**config.mk**
```make
export PLATFORM = sky130hd
export DESIGN_NAME = dds_conf_decoder
export DESIGN_NICKNAME = d
export VERILOG_FILES = /design/src/rtl/dds_conf_decoder.sv
export SDC_FILE = /design/constraint.sdc
export NUM_CORES = 1
export LEC_CHECK = 0
export CORE_ASPECT_RATIO = 2
export CORE_MARGIN = 2
export CORE_UTILIZATION = 50
export CTS_BUF_LIST = sky130_fd_sc_hd__clkbuf_16
export CTS_CLUSTER_DIAMETER = 50
export DETAILED_ROUTE_END_ITERATION = 8
export PLACE_DENSITY_LB_ADDON = 0.15
export SKIP_LAST_GASP = 1
export SLEW_MARGIN = 20
export SYNTH_ARGS = -nofsm -noshare
export SYNTH_HDL_FRONTEND = slang
export SYNTH_SLANG_ARGS = --single-unit
```
**constraint.sdc**
```tcl
create_clock -name axi_clk -period 2.8 [get_ports axi_clk]
set_input_delay 0.56 -clock axi_clk [delete_from_list [all_inputs] [get_ports axi_clk]]
set_output_delay 0.56 -clock axi_clk [all_outputs]
set_load 0.01 [all_outputs]
```
**src/rtl/dds_conf_decoder.sv**
```systemverilog
// rtl/dds_conf_decoder.sv - multi-channel DDS configuration frame decoder
//
// Parses framed 32-bit words (HEADER, CTRL, FREQ, PHASE, WAVE, TRAILER)
// and commits frequency, phase and waveform settings into one of CH_NUM
// per-channel banks. A bank changes only when a well-formed frame ends
// with a valid trailer.
//
// Ports:
//   axi_clk       - single clock, rising edge
//   rst           - asynchronous active-low reset
//   conf_data     - configuration word, sampled when conf_valid is high
//   conf_valid    - word qualifier
//   dds_work_flag - global enable; low aborts parsing and masks dds_en
//   set_flag      - one-cycle pulse on bank commit
//   set_ch        - channel of the most recent commit
//   frame_err     - one-cycle pulse on a rejected or timed-out frame
//   dds_en        - per-channel enable, gated by registered dds_work_flag
//   f_word        - per-channel 32-bit frequency words, channel k at [32k+:32]
//   p_word        - per-channel phase words, packed the same way
//   wave_type     - per-channel waveform types, packed the same way
module dds_conf_decoder #(
    parameter int CH_NUM      = 4,
    parameter int PW_WIDTH    = 12,
    parameter int WT_WIDTH    = 2,
    parameter int TIMEOUT_CYC = 1024,
    localparam int CH_W       = (CH_NUM > 1) ? $clog2(CH_NUM) : 1
) (
    input  logic                         axi_clk,
    input  logic                         rst,
    input  logic [31:0]                  conf_data,
    input  logic                         conf_valid,
    input  logic                         dds_work_flag,
    output logic                         set_flag,
    output logic [CH_W-1:0]              set_ch,
    output logic                         frame_err,
    output logic [CH_NUM-1:0]            dds_en,
    output logic [CH_NUM*32-1:0]         f_word,
    output logic [CH_NUM*PW_WIDTH-1:0]   p_word,
    output logic [CH_NUM*WT_WIDTH-1:0]   wave_type
);

    localparam logic [31:0] HDR_WORD = 32'hFFFF_FFFF;

    localparam logic [2:0] S_IDLE  = 3'd0;
    localparam logic [2:0] S_CTRL  = 3'd1;
    localparam logic [2:0] S_FREQ  = 3'd2;
    localparam logic [2:0] S_PHASE = 3'd3;
    localparam logic [2:0] S_WAVE  = 3'd4;
    localparam logic [2:0] S_TRAIL = 3'd5;

    // The counter never needs to hold TIMEOUT_CYC itself: the edge on which
    // it would get there is the edge that raises the timeout, so it stops at
    // TIMEOUT_CYC-1 and cannot wrap.
    localparam int             TMO_W    = (TIMEOUT_CYC > 2) ? $clog2(TIMEOUT_CYC) : 1;
    localparam logic [TMO_W-1:0] TMO_LAST = TMO_W'(TIMEOUT_CYC - 1);

    logic [2:0]          r_state;
    logic [TMO_W-1:0]    r_tmo;
    logic                r_work;
    logic                r_set_flag;
    logic                r_frame_err;
    logic [CH_W-1:0]     r_set_ch;

    logic [CH_W-1:0]     r_sh_ch;
    logic                r_sh_bad;
    logic                r_sh_en;
    logic [31:0]         r_sh_f;
    logic [PW_WIDTH-1:0] r_sh_p;
    logic [WT_WIDTH-1:0] r_sh_w;

    logic [CH_NUM-1:0]   r_en;
    logic [31:0]         r_f [CH_NUM];
    logic [PW_WIDTH-1:0] r_p [CH_NUM];
    logic [WT_WIDTH-1:0] r_w [CH_NUM];

    always_ff @(posedge axi_clk or negedge rst) begin
        if (!rst) begin
            r_state     <= S_IDLE;
            r_tmo       <= '0;
            r_work      <= 1'b0;
            r_set_flag  <= 1'b0;
            r_frame_err <= 1'b0;
            r_set_ch    <= '0;
            r_sh_ch     <= '0;
            r_sh_bad    <= 1'b0;
            r_sh_en     <= 1'b0;
            r_sh_f      <= '0;
            r_sh_p      <= '0;
            r_sh_w      <= '0;
            r_en        <= '0;
            for (int k = 0; k < CH_NUM; k++) begin
                r_f[k] <= '0;
                r_p[k] <= '0;
                r_w[k] <= '0;
            end
        end else begin
            r_set_flag  <= 1'b0;
            r_frame_err <= 1'b0;
            r_work      <= dds_work_flag;
            if (!dds_work_flag) begin
                // Silent abort: no error pulse, words ignored, banks kept.
                r_state <= S_IDLE;
                r_tmo   <= '0;
            end else if (r_state != S_IDLE && !conf_valid) begin
                if (r_tmo == TMO_LAST) begin
                    r_state     <= S_IDLE;
                    r_tmo       <= '0;
                    r_frame_err <= 1'b1;
                    r_sh_bad    <= 1'b0;
                end else begin
                    r_tmo <= r_tmo + 1'b1;
                end
            end else if (conf_valid) begin
                r_tmo <= '0;
                case (r_state)
                    S_IDLE: begin
                        if (conf_data == HDR_WORD) begin
                            r_state <= S_CTRL;
                        end
                    end
                    S_CTRL: begin
                        r_sh_en  <= conf_data[31];
                        r_sh_ch  <= conf_data[CH_W-1:0];
                        // Out-of-range channel is remembered and reported
                        // at the trailer so the frame is still consumed whole.
                        r_sh_bad <= (conf_data[7:0] >= 8'(CH_NUM));
                        r_state  <= S_FREQ;
                    end
                    S_FREQ: begin
                        r_sh_f  <= conf_data;
                        r_state <= S_PHASE;
                    end
                    S_PHASE: begin
                        r_sh_p  <= conf_data[PW_WIDTH-1:0];
                        r_state <= S_WAVE;
                    end
                    S_WAVE: begin
                        r_sh_w  <= conf_data[WT_WIDTH-1:0];
                        r_state <= S_TRAIL;
                    end
                    S_TRAIL: begin
                        // A bad trailer is not re-parsed as a header.
                        r_state <= S_IDLE;
                        if (conf_data == HDR_WORD && !r_sh_bad) begin
                            r_f[r_sh_ch]  <= r_sh_f;
                            r_p[r_sh_ch]  <= r_sh_p;
                            r_w[r_sh_ch]  <= r_sh_w;
                            r_en[r_sh_ch] <= r_sh_en;
                            r_set_ch      <= r_sh_ch;
                            r_set_flag    <= 1'b1;
                        end else begin
                            r_frame_err <= 1'b1;
                        end
                    end
                    default: r_state <= S_IDLE;
                endcase
            end
        end
    end

    assign set_flag  = r_set_flag;
    assign frame_err = r_frame_err;
    assign set_ch    = r_set_ch;
    assign dds_en    = r_en & {CH_NUM{r_work}};

    for (genvar g = 0; g < CH_NUM; g++) begin : g_pack
        assign f_word[32*g +: 32]              = r_f[g];
        assign p_word[PW_WIDTH*g +: PW_WIDTH]  = r_p[g];
        assign wave_type[WT_WIDTH*g +: WT_WIDTH] = r_w[g];
    end

endmodule

```
==> results of run 1 <==
-- through the flow --
step	TNS, ns	power (uW)	hold WS [ns]
after CTS	0	8220	0.0322
final	0	8130	0.0118
after floorplan	0	4770	0.264
after detailed placement	-46.67	5220	0.476
after global placement	-26.70	5150	0.470
after global routing	0	8490	0.0468
-- kinds of logic (layout without fill, tap and decap cells) --
group	Yosys count	count (layout)	share of synthesized area, %
flip-flops	256	256	63.8
AO/OA/AOI/OAI	18	18	1.21
XOR/XNOR	4	4	0.349
buffers and inverters	29	318	2.12
multiplexers	241	241	28.1
adder cells (fa/ha/maj)	1	1	0.125
AND/OR/NAND/NOR	71	71	4.25
-- worst max-delay path by stage --
stage	cells past startpoint	end	slack [ns]
2_1_floorplan	7	f_word[65]	0.55
3_3_place_gp	8	p_word[33]	-0.20
3_5_place_dp	8	p_word[34]	-0.31
4_1_cts	8	p_word[25]	0.17
5_1_grt	8	p_word[25]	0.13
6_report	8	p_word[25]	0.23
-- area by class of cell --
type	instances	share of cell area (%)
multi-input combinational	335	25.4
clock inverter	17	0.910
sequential	256	47.0
inverter	3	0.0827
tap	262	2.41
timing repair buffer	275	19.9
clock buffer	23	4.23
-- critical path, cell delays in order --
cell and delay [ns]:
sky130_fd_sc_hd__clkdlybuf4s50_1 0.49, sky130_fd_sc_hd__nand4_1 0.18, sky130_fd_sc_hd__nor4_2 0.38, sky130_fd_sc_hd__buf_4 0.19, sky130_fd_sc_hd__nand4bb_4 0.19, sky130_fd_sc_hd__nor3b_4 0.32
sky130_fd_sc_hd__buf_4 0.25, sky130_fd_sc_hd__mux2_2 0.37
-- power by group through the flow --
stage,clock [uW],sequential [uW],combinational (uW)
finish,2980,4480,670
global route,3210,4550,738
CTS,3050,4480,683
detailed placement,0,4550,675
global placement,0,4510,648
floorplan,0,4350,425
-- state kept, by name, indices dropped and copies added, names as in the netlist, 2 cells and up --
| name | flops |
|---|---|
| r_en | 4 |
| p_word | 48 |
| f_word | 128 |
| r_sh_f | 32 |
| r_sh_w | 2 |
| r_sh_ch | 2 |
| r_tmo | 10 |
| r_sh_p | 12 |
| set_ch | 2 |
| r_state | 3 |
| wave_type | 8 |
-- routing by layer --
metal,vias to the layer above,GRT usage (%),part of all wire [%]
met1,3217,26.5,36
li1,2754,-,-
met2,201,46.1,56
met4,0,8.25,3.2
met3,44,4.21,4.7
met5,-,0,0
-- cells in the final DEF (no fill, tap or decap), types with 2 or more instances in the layout --
cell / n
sky130_fd_sc_hd__a21o_1: 2
sky130_fd_sc_hd__a21oi_1: 3
sky130_fd_sc_hd__a32o_1: 2
sky130_fd_sc_hd__and2_1: 4
sky130_fd_sc_hd__buf_12: 6
sky130_fd_sc_hd__buf_4: 42
sky130_fd_sc_hd__bufinv_16: 2
sky130_fd_sc_hd__clkbuf_16: 23
sky130_fd_sc_hd__clkdlybuf4s50_1: 226
sky130_fd_sc_hd__clkinv_1: 9
sky130_fd_sc_hd__clkinv_2: 2
sky130_fd_sc_hd__dfrtp_1: 256
sky130_fd_sc_hd__inv_1: 5
sky130_fd_sc_hd__mux2_1: 60
sky130_fd_sc_hd__mux2_2: 149
sky130_fd_sc_hd__mux2_4: 30
sky130_fd_sc_hd__mux2i_1: 2
sky130_fd_sc_hd__nand2_1: 15
sky130_fd_sc_hd__nand2b_1: 2
sky130_fd_sc_hd__nand3_1: 5
sky130_fd_sc_hd__nand4_1: 10
sky130_fd_sc_hd__nor2_1: 10
sky130_fd_sc_hd__nor2b_1: 2
sky130_fd_sc_hd__nor3_1: 5
sky130_fd_sc_hd__nor3b_4: 2
sky130_fd_sc_hd__o21ai_0: 5
sky130_fd_sc_hd__or2_2: 2
sky130_fd_sc_hd__or3_1: 2
sky130_fd_sc_hd__or4_1: 2
sky130_fd_sc_hd__xor2_1: 3
==> impl_results.md, run 1 <==
* Run status: complete, no violations
* Fin. max-slew vios at 0
* Top_reg_cell synth: sky130_fd_sc_hd__dfrtp_1
* Sequential share of the synthesized area at 63.8%
* Horizontal die dimension at 104 um
* Initial antenna violation count at 0
* H-tree depth at 1
* CP Class: input port to flop
* Register area at ~6400 um^2
* Initial standard-cell utilization of the core at between 50 and 60%
* Post-CTS sizing at 0
* Post-Synthesis Cells at 620
* Vias per inst at 5.31
* Clock latency reported for the late side of the worst-skew pair at roughly 0.5 ns
* Dominant cell by count in the synthesized netlist: sky130_fd_sc_hd__dfrtp_1
* Final hold violation count at 0
* Number of inserted filler cells in the final layout at 1467
* Total of max-cap violations at 0
* Clock tree from TritonCTS: done
* Setup clock skew after layout at 0.0120 ns
* Wire length of the first global-routing pass at about 40 mm
* Port Buffer Count at 227
* Sort of element at the start of the critical path: input port
* Most frequent cells after synthesis: 256 x sky130_fd_sc_hd__dfrtp_1, 149 x sky130_fd_sc_hd__mux2_2, 60 x sky130_fd_sc_hd__mux2_1
* Maximum number of pins on one net before global-route repair at 76
* Area of the core region at approximately 20000 um^2
* Switching power at approximately 2000 uW
* Post-route cell area at around 14000 um^2
* Worst path required time at about 3.2 ns
* Post-route core utilization at just under 70%
* Launch point of the worst path: conf_data[26]
* Cell taking the most area after synthesis: sky130_fd_sc_hd__dfrtp_1
* Die outline height at approximately 200 um
* Boundary pin count at between 200 and 250
* Total of endpoints with negative setup slack in the final report at 0
* Post-synth top area share at about 64%
* FF-to-FF End: p_word[25]
* Unrepaired setup endpoints after global routing: false
* Worst Slack Setup Final at approximately 0.23 ns
* Internal Power at just over 6000 uW
* Net count of the finished layout at between 900 and 1000
* Via Count at roughly 6200
* Cell area after placement at between 10000 and 15000 um^2
* Average cell area after synthesis at 16.2 um^2
* Row Count at between 70 and 80
* Post-DRT Antenna Nets at 0
* Post-route DRC at 0
* Leftover overflow at the end of global routing at 0
* Tot GR Track Use at between 20 and 25%
* HPWL reported at the end of detailed placement at about 19 mm
* Clock tree buffer depth at 3
* Worst Tran Pin Value at slightly below 0.6 ns
* Final non-filler cell total at about 1200
* Fraction of final layout cells sized beyond drive strength 1 at between 20% and 30%
* Switching share of power at 25.2%
* Routed wire length at between 20 and 30 mm
* DRT Pass-1 Iters at 4
* Clk slew on worst S/H paths at around 0.060 ns
* Area added between synthesis and finish at 35.7%
* Buffers inserted by post-CTS timing repair at 0
* Mapped Nets at between 600 and 700
* Worst slew margin relative to its limit at ~61%
* Floorplan die area at 21300 um^2
* P per Cell Area at around 600 nW/um^2
* Number of global-route vias before repair at about 7000
* Dpl cells at between 1000 and 1500
* GPL Wtd Cong at between 0.8 and 0.9
* Register-to-register setup slack at ~0.50 ns
* Register bit total from synthesis at 256
* Proportion of power drawn by flip-flops and latches at a little under three fifths
* Clock sink count at between 200 and 300
* Arr. time, crit path at 2.95 ns
* Post-synth EDFFs at 0
* Average routed wire per standard cell at 21.5 um
* Portion of total power attributed to combinational logic at 8.2%
* Share of power burned in the clock network at between 30 and 40%
* Placement-stage worst setup slack at -0.314 ns
* Peak VDD IR at between 0.4 and 0.5 mV
* Final min period at approximately 2.6 ns
* Sort of element at the end of the critical path: flop
* Cell area after synthesis at approximately 10000 um^2
* Leakage power at 0.00660 uW
* Worst R2R Start: r_state[1]
* Synthesis Warnings at 0
* Crit share post-route at between 90% and 100%
* Diode count at 0
* Proportion of register bits with asynchronous set or reset after synthesis at 100%
* Clock tree root buffer cell: sky130_fd_sc_hd__clkbuf_16
* Hold buffer count at CTS at 0
* Initial drt markers at about 190
* Maximum fanout along the worst path at 10
* Multi-input gate area in the final layout at approximately 3500 um^2
* Number of unique standard cell types used by synthesis at 43
* R2R depth at 6
* CTS Buf Count at 23
* Worst min-delay path class: input port to asynchronous set/reset pin
* Top post-synthesis cells by area: sky130_fd_sc_hd__dfrtp_1 64%, sky130_fd_sc_hd__mux2_2 17%, sky130_fd_sc_hd__mux2_1 6.7%
* Maximum frequency from static timing analysis at between 300 and 400 MHz
Power figures use the tool's default switching activity.
==> inputs of run 2 (changes only) <==
Settings changed: CORE_UTILIZATION 50 to 45, SKIP_CTS_REPAIR_TIMING set to 1.
Clock period 2.8 ns to 2.3 ns, I/O delays scaled along.
==> run 2 against run 1 <==
Worst hold slack improved by 0.21 ns. First-iteration DRC count increased by 18%. Clock-buffer cell count is the same. Global-route usage shrank 1.7 points. Final cell count grew 3.2%. Die area rose by 11%. Non-clock buffer count up 21. Worst setup slack got worse by 0.16 ns. Power increased by 25%. Critical endpoint is now wave_type[3]. Largest power group unchanged. Highest routed layer unchanged.
==> impl_results.md, run 2 (synthesized netlist as in run 1, its figures left out) <==
* Leading cell types in the layout, fill and taps excluded: 256 x sky130_fd_sc_hd__dfrtp_1, 193 x sky130_fd_sc_hd__clkdlybuf4s50_1, 149 x sky130_fd_sc_hd__mux2_2 (was 256 x sky130_fd_sc_hd__dfrtp_1, 226 x sky130_fd_sc_hd__clkdlybuf4s50_1, 149 x sky130_fd_sc_hd__mux2_2)
* Clock latency reported for the late side of the worst-skew pair at 0.52 ns (was 0.50 ns)
* Portion of total power attributed to combinational logic at 8.4% (was 8.2%)
* Multi-input gate area in the final layout at 3470 um^2 (was 3460 um^2)
* Fin. max-slew vios at 0 (unchanged)
* Routed wire length at 26.9 mm (was 25.2 mm)
* Start point of the worst hold path: conf_data[13]
* Worst path required time at 2.70 ns (was 3.18 ns)
* Setup clock skew after layout at 0.00896 ns (was 0.0120 ns)
* Initial standard-cell utilization of the core at 45.7% (was 50.6%)
* Final hold violation count at 0 (unchanged)
* Clock tree from TritonCTS: done (unchanged)
* Post-route cell area at 14200 um^2 (was 13600 um^2)
* DRT Pass-1 Iters at 4 (unchanged)
* Diode count at 0 (unchanged)
* Total of max-cap violations at 0 (unchanged)
* Number of global-route vias before repair at 7007 (was 6991)
* Net count of the finished layout at 952 (was 931)
* Launch point of the worst path: conf_data[19] (was conf_data[26])
* Row Count at 77 (was 73)
* Leftover overflow at the end of global routing at 0 (unchanged)
* Register-to-register setup slack at 0.15 ns (was 0.50 ns)
* HPWL reported at the end of detailed placement at 18.4 mm (was 18.7 mm)
* Maximum fanout along the worst path at 7 (was 10)
* FF-to-FF End: wave_type[3] (was p_word[25])
* Internal Power at 7570 uW (was 6090 uW)
* Sort of element at the start of the critical path: input port (unchanged)
* R2R depth at 7 (was 6)
* Clk slew on worst S/H paths at 0.07 ns (was 0.06 ns)
* Worst slew margin relative to its limit at 58.1% (was 61.3%)
* Number of inserted filler cells in the final layout at 1633 (was 1467)
* Crit share post-route at 97.2%
* Number of flip-flops under the largest register name at 128 (unchanged)
* Clock sink count at 256 (unchanged)
* Initial drt markers at 228 (was 193)
* P per Cell Area at 717 nW/um^2 (was 597 nW/um^2)
* Initial antenna violation count at 0 (unchanged)
* Clock tree buffer depth at 3 (unchanged)
* Proportion of power drawn by flip-flops and latches at 53.8% (was 55.1%)
* Switching share of power at 25.5% (was 25.2%)
* Port Buffer Count at 227 (unchanged)
* Post-route core utilization at 64.5% (was 68.7%)
* Via Count at 6315 (was 6216)
* Maximum number of pins on one net before global-route repair at 78 (was 76)
* Worst Tran Pin Value at 0.629 ns (was 0.581 ns)
* Total of endpoints with negative setup slack in the final report at 0 (unchanged)
* Boundary pin count at 228 (unchanged)
* Horizontal die dimension at 110 um (was 104 um)
* Area added between synthesis and finish at 41.0% (was 35.7%)
* Peak VDD IR at 0.618 mV (was 0.478 mV)
* GPL Wtd Cong at 0.817 (was 0.820)
* Hold path endpoint: r_sh_f[13]
* Cell area after placement at 13100 um^2 (was 12900 um^2)
* Final min period at ~2.2 ns
* Vias per inst at 5.23 (was 5.31)
* Maximum frequency from static timing analysis at 447 MHz
* Final sum of negative setup slack at 0 ns (unchanged)
* Die outline height at 215 um (was 204 um)
* Arr. time, crit path at 2.64 ns (was 2.95 ns)
* Tot GR Track Use at 22.3% (was 24.0%)
* Post-route DRC at 0 (unchanged)
* Share of power burned in the clock network at 37.8% (was 36.6%)
* Leakage power at 0.00711 uW (was 0.00660 uW)
* CTS Buf Count at 23 (unchanged)
* Average routed wire per standard cell at 22.3 um (was 21.5 um)
* Area of the core region at 22000 um^2 (was 19800 um^2)
* Register area at 6410 um^2 (unchanged)
* Clock tree root buffer cell: sky130_fd_sc_hd__clkbuf_16 (unchanged)
* Worst min-delay path class: input port to flop (was input port to asynchronous set/reset pin)
* CP Class: input port to flop (unchanged)
* Most common library cell in the layout ignoring fill and taps: sky130_fd_sc_hd__dfrtp_1 (unchanged)
* Run status: complete, no violations (unchanged)
* Worst R2R Start: r_state[1] (unchanged)
* Floorplan die area at 23600 um^2 (was 21300 um^2)
* Sort of element at the end of the critical path: flop (unchanged)
* H-tree depth at 1 (unchanged)
* Worst Hold Path Cells at 2
* Fraction of final layout cells sized beyond drive strength 1 at 32.0% (was 29.6%)
* Wire length of the first global-routing pass at 40.4 mm (was 39.9 mm)
* Switching power at 2580 uW (was 2050 uW)
* Post-DRT Antenna Nets at 0 (unchanged)
==> run 2: changes by cell type in the layout (fill, tap and decap cells not counted), sizes merged, moves of 6 or more <==
cell,before,now
buf,49,63
clkdlybuf4s50,226,193
dlymetal6s2s,0,33
clkbuf,23,29
==> run 2: through the flow <==
stage | power, uW | hold slack [ns] | setup slack, ns | instances
finish | 10100 | 0.222 | 0.0638 | 1208
global route | 10600 | 0.214 | -0.00784 | 1208
CTS | 10300 | -0.0549 | -0.318 | 1195
detailed placement | 6390 | 0.474 | -0.844 | 1153
global placement | 6310 | 0.469 | -0.820 | 1153
floorplan | 5810 | 0.164 | 0.149 | 620
==> run 2: cell type report <==
| class | count | area share (%) |
|---|---|---|
| inverter | 3 | 0.0795 |
| timing repair buffer | 296 | 22.4 |
| clock inverter | 19 | 1.23 |
| clock buffer | 23 | 4.07 |
| tap | 276 | 2.44 |
| multi-input combinational | 335 | 24.5 |
| sequential | 256 | 45.2 |
==> run 2: how the worst max path moves through the flow <==
stage,end,slack (ns),cells past startpoint
after global placement,wave_type[4],-0.82,8
after floorplan,f_word[65],0.15,7
after CTS,f_word[51],-0.32,8
after global routing,f_word[54],-0.008,9
after detailed placement,p_word[24],-0.84,8
final,wave_type[3],0.06,9
==> run 2: power by group through the flow <==
stage               registers [uW]  clock network (uW)  logic [uW]
CTS                           5440                3950         869
global route                  5520                4120         936
finish                        5460                3840         857
floorplan                     5290                   0         517
detailed placement            5530                   0         861
global placement              5480                   0         827
==> run 2: critical path, stage by stage <==
cell and delay (ns):
sky130_fd_sc_hd__dlymetal6s2s_1 0.16, sky130_fd_sc_hd__nand4_1 0.28, sky130_fd_sc_hd__nor4_4 0.37, sky130_fd_sc_hd__buf_4 0.18, sky130_fd_sc_hd__nand4bb_4 0.19, sky130_fd_sc_hd__nor3b_4 0.28, sky130_fd_sc_hd__buf_12 0.19, sky130_fd_sc_hd__clkbuf_16 0.18
sky130_fd_sc_hd__mux2_2 0.34
==> run 2: routing by layer <==
layer | routed length [um] | GRT usage, % | vias to the layer above
li1 | - | - | 2811
met1 | 9610 | 24.6 | 3264
met2 | 15100 | 41.7 | 193
met3 | 1280 | 3.49 | 47
met4 | 943 | 8.35 | 0
met5 | 0 | 0 | -
==> inputs of run 3 (changes only) <==
Settings changed: CAP_MARGIN set to 20.
==> results of run 3 <==
Same layout as run 2: the final DEF is identical, and so are final timing and power.
==> variant, RTL diff (flow settings as in run 2) <==
The parameter `WT_WIDTH` goes from 2 to 4.
--- a/src/rtl/dds_conf_decoder.sv
+++ b/src/rtl/dds_conf_decoder.sv
@@ -23,3 +23,3 @@
     parameter int PW_WIDTH    = 12,
-    parameter int WT_WIDTH    = 2,
+    parameter int WT_WIDTH    = 4,
     parameter int TIMEOUT_CYC = 1024,
Ports: changed (resized wave_type); port bits go from 228 to 236. No check against the original RTL was run, so the function may have changed too.
==> variant against run 2 <==
  * Global-route usage is 0.064 points higher
  * Count of clock-buffer cells in the layout is 2 higher
  * Worst setup slack better by 0.21 ns
  * Synthesized area is 3.9% higher
  * Maximum frequency is 11% higher
  * Wire length is 1.4% higher
  * Design area is 1.2% higher
  * Sequential cell count is 10 higher
Power is not compared: it rests on default switching activity, and its combinational part moved more than twofold at a synthesized area within 25%.
==> variant: results (changes against run 2) <==
| Metric | Value |
|---|---|
| Worst stage delay on the critical path | 0.53 ns (was 0.37 ns) |
| Met2 WL | 15.9 mm (was 15.1 mm) |
| Clock Skew | 0.0106 ns (was 0.00896 ns) |
| Share of cells above drive strength 1 | 36.3% (was 32.0%) |
| Mux contribution to synthesized area | 28.5% (was 28.1%) |
| Pin count of the biggest net entering global routing | 70 (was 78) |
| Synth Area in Compound Gates | 1.24% (was 1.21%) |
| DRT met1 WL | 9.07 mm (was 9.61 mm) |
| DRT Wirelength | 27.3 mm (was 26.9 mm) |
| Via/cell ratio | 5.31 (was 5.23) |
| Top post-synthesis cells by area | dfrtp_1, mux2_2, mux2_4, nand4_1, clkbuf_1 (was dfrtp_1, mux2_2, mux2_1, mux2_4, buf_6) |
| Run status | finished, final reports clean (unchanged) |
| # nets final | 961 (was 952) |
| Syn_nets | 679 (was 657) |
| CTS Buffer Depth | 3 (unchanged) |
| Routability cong. | 0.794 (was 0.817) |
| Synth Area in Adders | 0.120% (was 0.125%) |
| XOR/XNOR Fraction of Synth Area | 0.252% (was 0.349%) |
| Critical path's top delay family | buffers and inverters (was simple AND/OR/NAND/NOR gates) |
| Slew Limit Headroom | 54.3% (was 58.1%) |
| TritonCTS Buffers | 24 (was 23) |
| Static Leak | 7.13 nW |
| Cell variety after synth | 41 (was 43) |
| Post-synth ARST share | 100% (unchanged) |
| FF-to-FF Start | r_state[0] (was r_state[1]) |
| Clock root cell | clkbuf_16 (unchanged) |
| Crit path from | r_work (was conf_data[19]) |
| WL met3 | 1.38 mm (was 1.28 mm) |
| Worst hold path type | in -> async (was in -> reg) |
| Post-Place Setup Slack | -0.263 ns (was -0.844 ns) |
| Worst vdd ir | 715 uV |
| Gate Count Post-Synth | 642 (was 620) |
| First-pass GRT wire length | 42.5 mm (was 40.4 mm) |
| Slowest CP cell | clkdlybuf4s50_1 (was nor4_4) |
| Port bufs | 235 (was 227) |
| YS warnings | 0 (unchanged) |
| Antenna violations before repair | 1 (was 0) |
| Top routing layer used | met4 (unchanged) |
| Starting DRT DRC Count | 237 (was 228) |
| Worst Path Arrival | 1.56 ns (was 2.64 ns) |
| Clk pin slew, worst setup/hold paths | 0.06 ns |
| Detailed Routing Iterations Pass 1 | 4 (unchanged) |
| Post-DP HPWL | 20.0 mm (was 18.4 mm) |
| Post-synthesis sequential area ratio | 63.8% (about the same) |
| Synth top cells by count | dfrtp_1, mux2_2, mux2_4, clkbuf_1, nand4_1 (was dfrtp_1, mux2_2, mux2_1, mux2_4, nand2_1) |
| CP Max Fanout | 4 (was 7) |
| Finished Layout Cells | 1,223 (was 1,208) |
| Vias in the first global route | 7,394 (was 7,007) |
| Drt drc | 0 (unchanged) |
| Largest register FFs | 128 (unchanged) |
| Total Routing Usage GR | 22.4% (was 22.3%) |
| Main synth FF type | dfrtp_1 (unchanged) |
variant: cell types whose count changed in the layout (fill, tap and decap cells not counted), moves of 6 or more:
cell / before / now
buf_4: 47 / 36
clkdlybuf4s50_1: 193 / 234
dfrtp_1: 256 / 266
dlymetal6s2s_1: 33 / 0
mux2_1: 60 / 0
mux2_2: 149 / 210
mux2_4: 30 / 40
nand2_1: 15 / 9
variant: worst reg2reg max path, delay by kind of cell (launching register included):
kind | cells | cell delay (ns)
AOI/OAI and AO/OA | 1 | 0.16
and+or+nand+nor | 3 | 1.07
DFF | 1 | 0.52
variant: cell type report:
class | instances | area, um2
fillers | 1750 | 8410
flip-flops and latches | 266 | 6660
multi-input cells | 341 | 3630
repair buffers | 285 | 2900
clock buffers | 25 | 626
well taps | 280 | 350
clock inverters | 18 | 135
inverters | 6 | 22.5
diodes | 2 | 5.00
variant: kinds of logic (layout without fill, tap and decap cells):
| family | Yosys count | after routing |
|---|---|---|
| AOI/OAI and AO/OA | 18 | 18 |
| xor gates and xnor gates | 3 | 3 |
| adders and majority gates | 1 | 1 |
| buffers and inverters | 35 | 334 |
| DFF | 266 | 266 |
| muxes | 251 | 251 |
| other | 0 | 2 |
| and+or+nand+nor | 68 | 68 |
variant: worst paths after layout:
check                        endpoint  slack, ns  cells past startpoint
max reg2reg                  r_sh_bad       0.40                      4
max                         dds_en[1]       0.28                      2
min reg2reg                   r_en[1]       0.50                      1
max in group asynchronous  f_word[98]       0.97                      3
min in group axi_clk          r_en[1]       0.50                      1
min                            r_work       0.49                      2
variant: metal layers:
metal,vias up,track usage (%)
met1,3399,22.5
met5,-,0
li1,2864,-
met2,191,44.5
met4,0,8.31
met3,38,4.45
variant: per-stage QoR:
step	area [um2]	TNS (ns)	power, mW	util (%)
finish	14300	0	8.84	63.0
global route	14300	0	9.16	63.0
CTS	14300	0	8.97	62.9
detailed placement	13500	-45.60	5.04	59.6
global placement	13500	-40.64	5.03	59.6
floorplan	10400	0	4.80	-
variant: power by group:
group          total, mW  switching, mW  leakage [nW]  internal (mW)
sequential          4.69        0.00892          3.71           4.68
clock               3.89           1.70         0.384           2.19
combinational      0.250          0.147          3.03          0.102
total               8.84           1.86          7.13           6.98
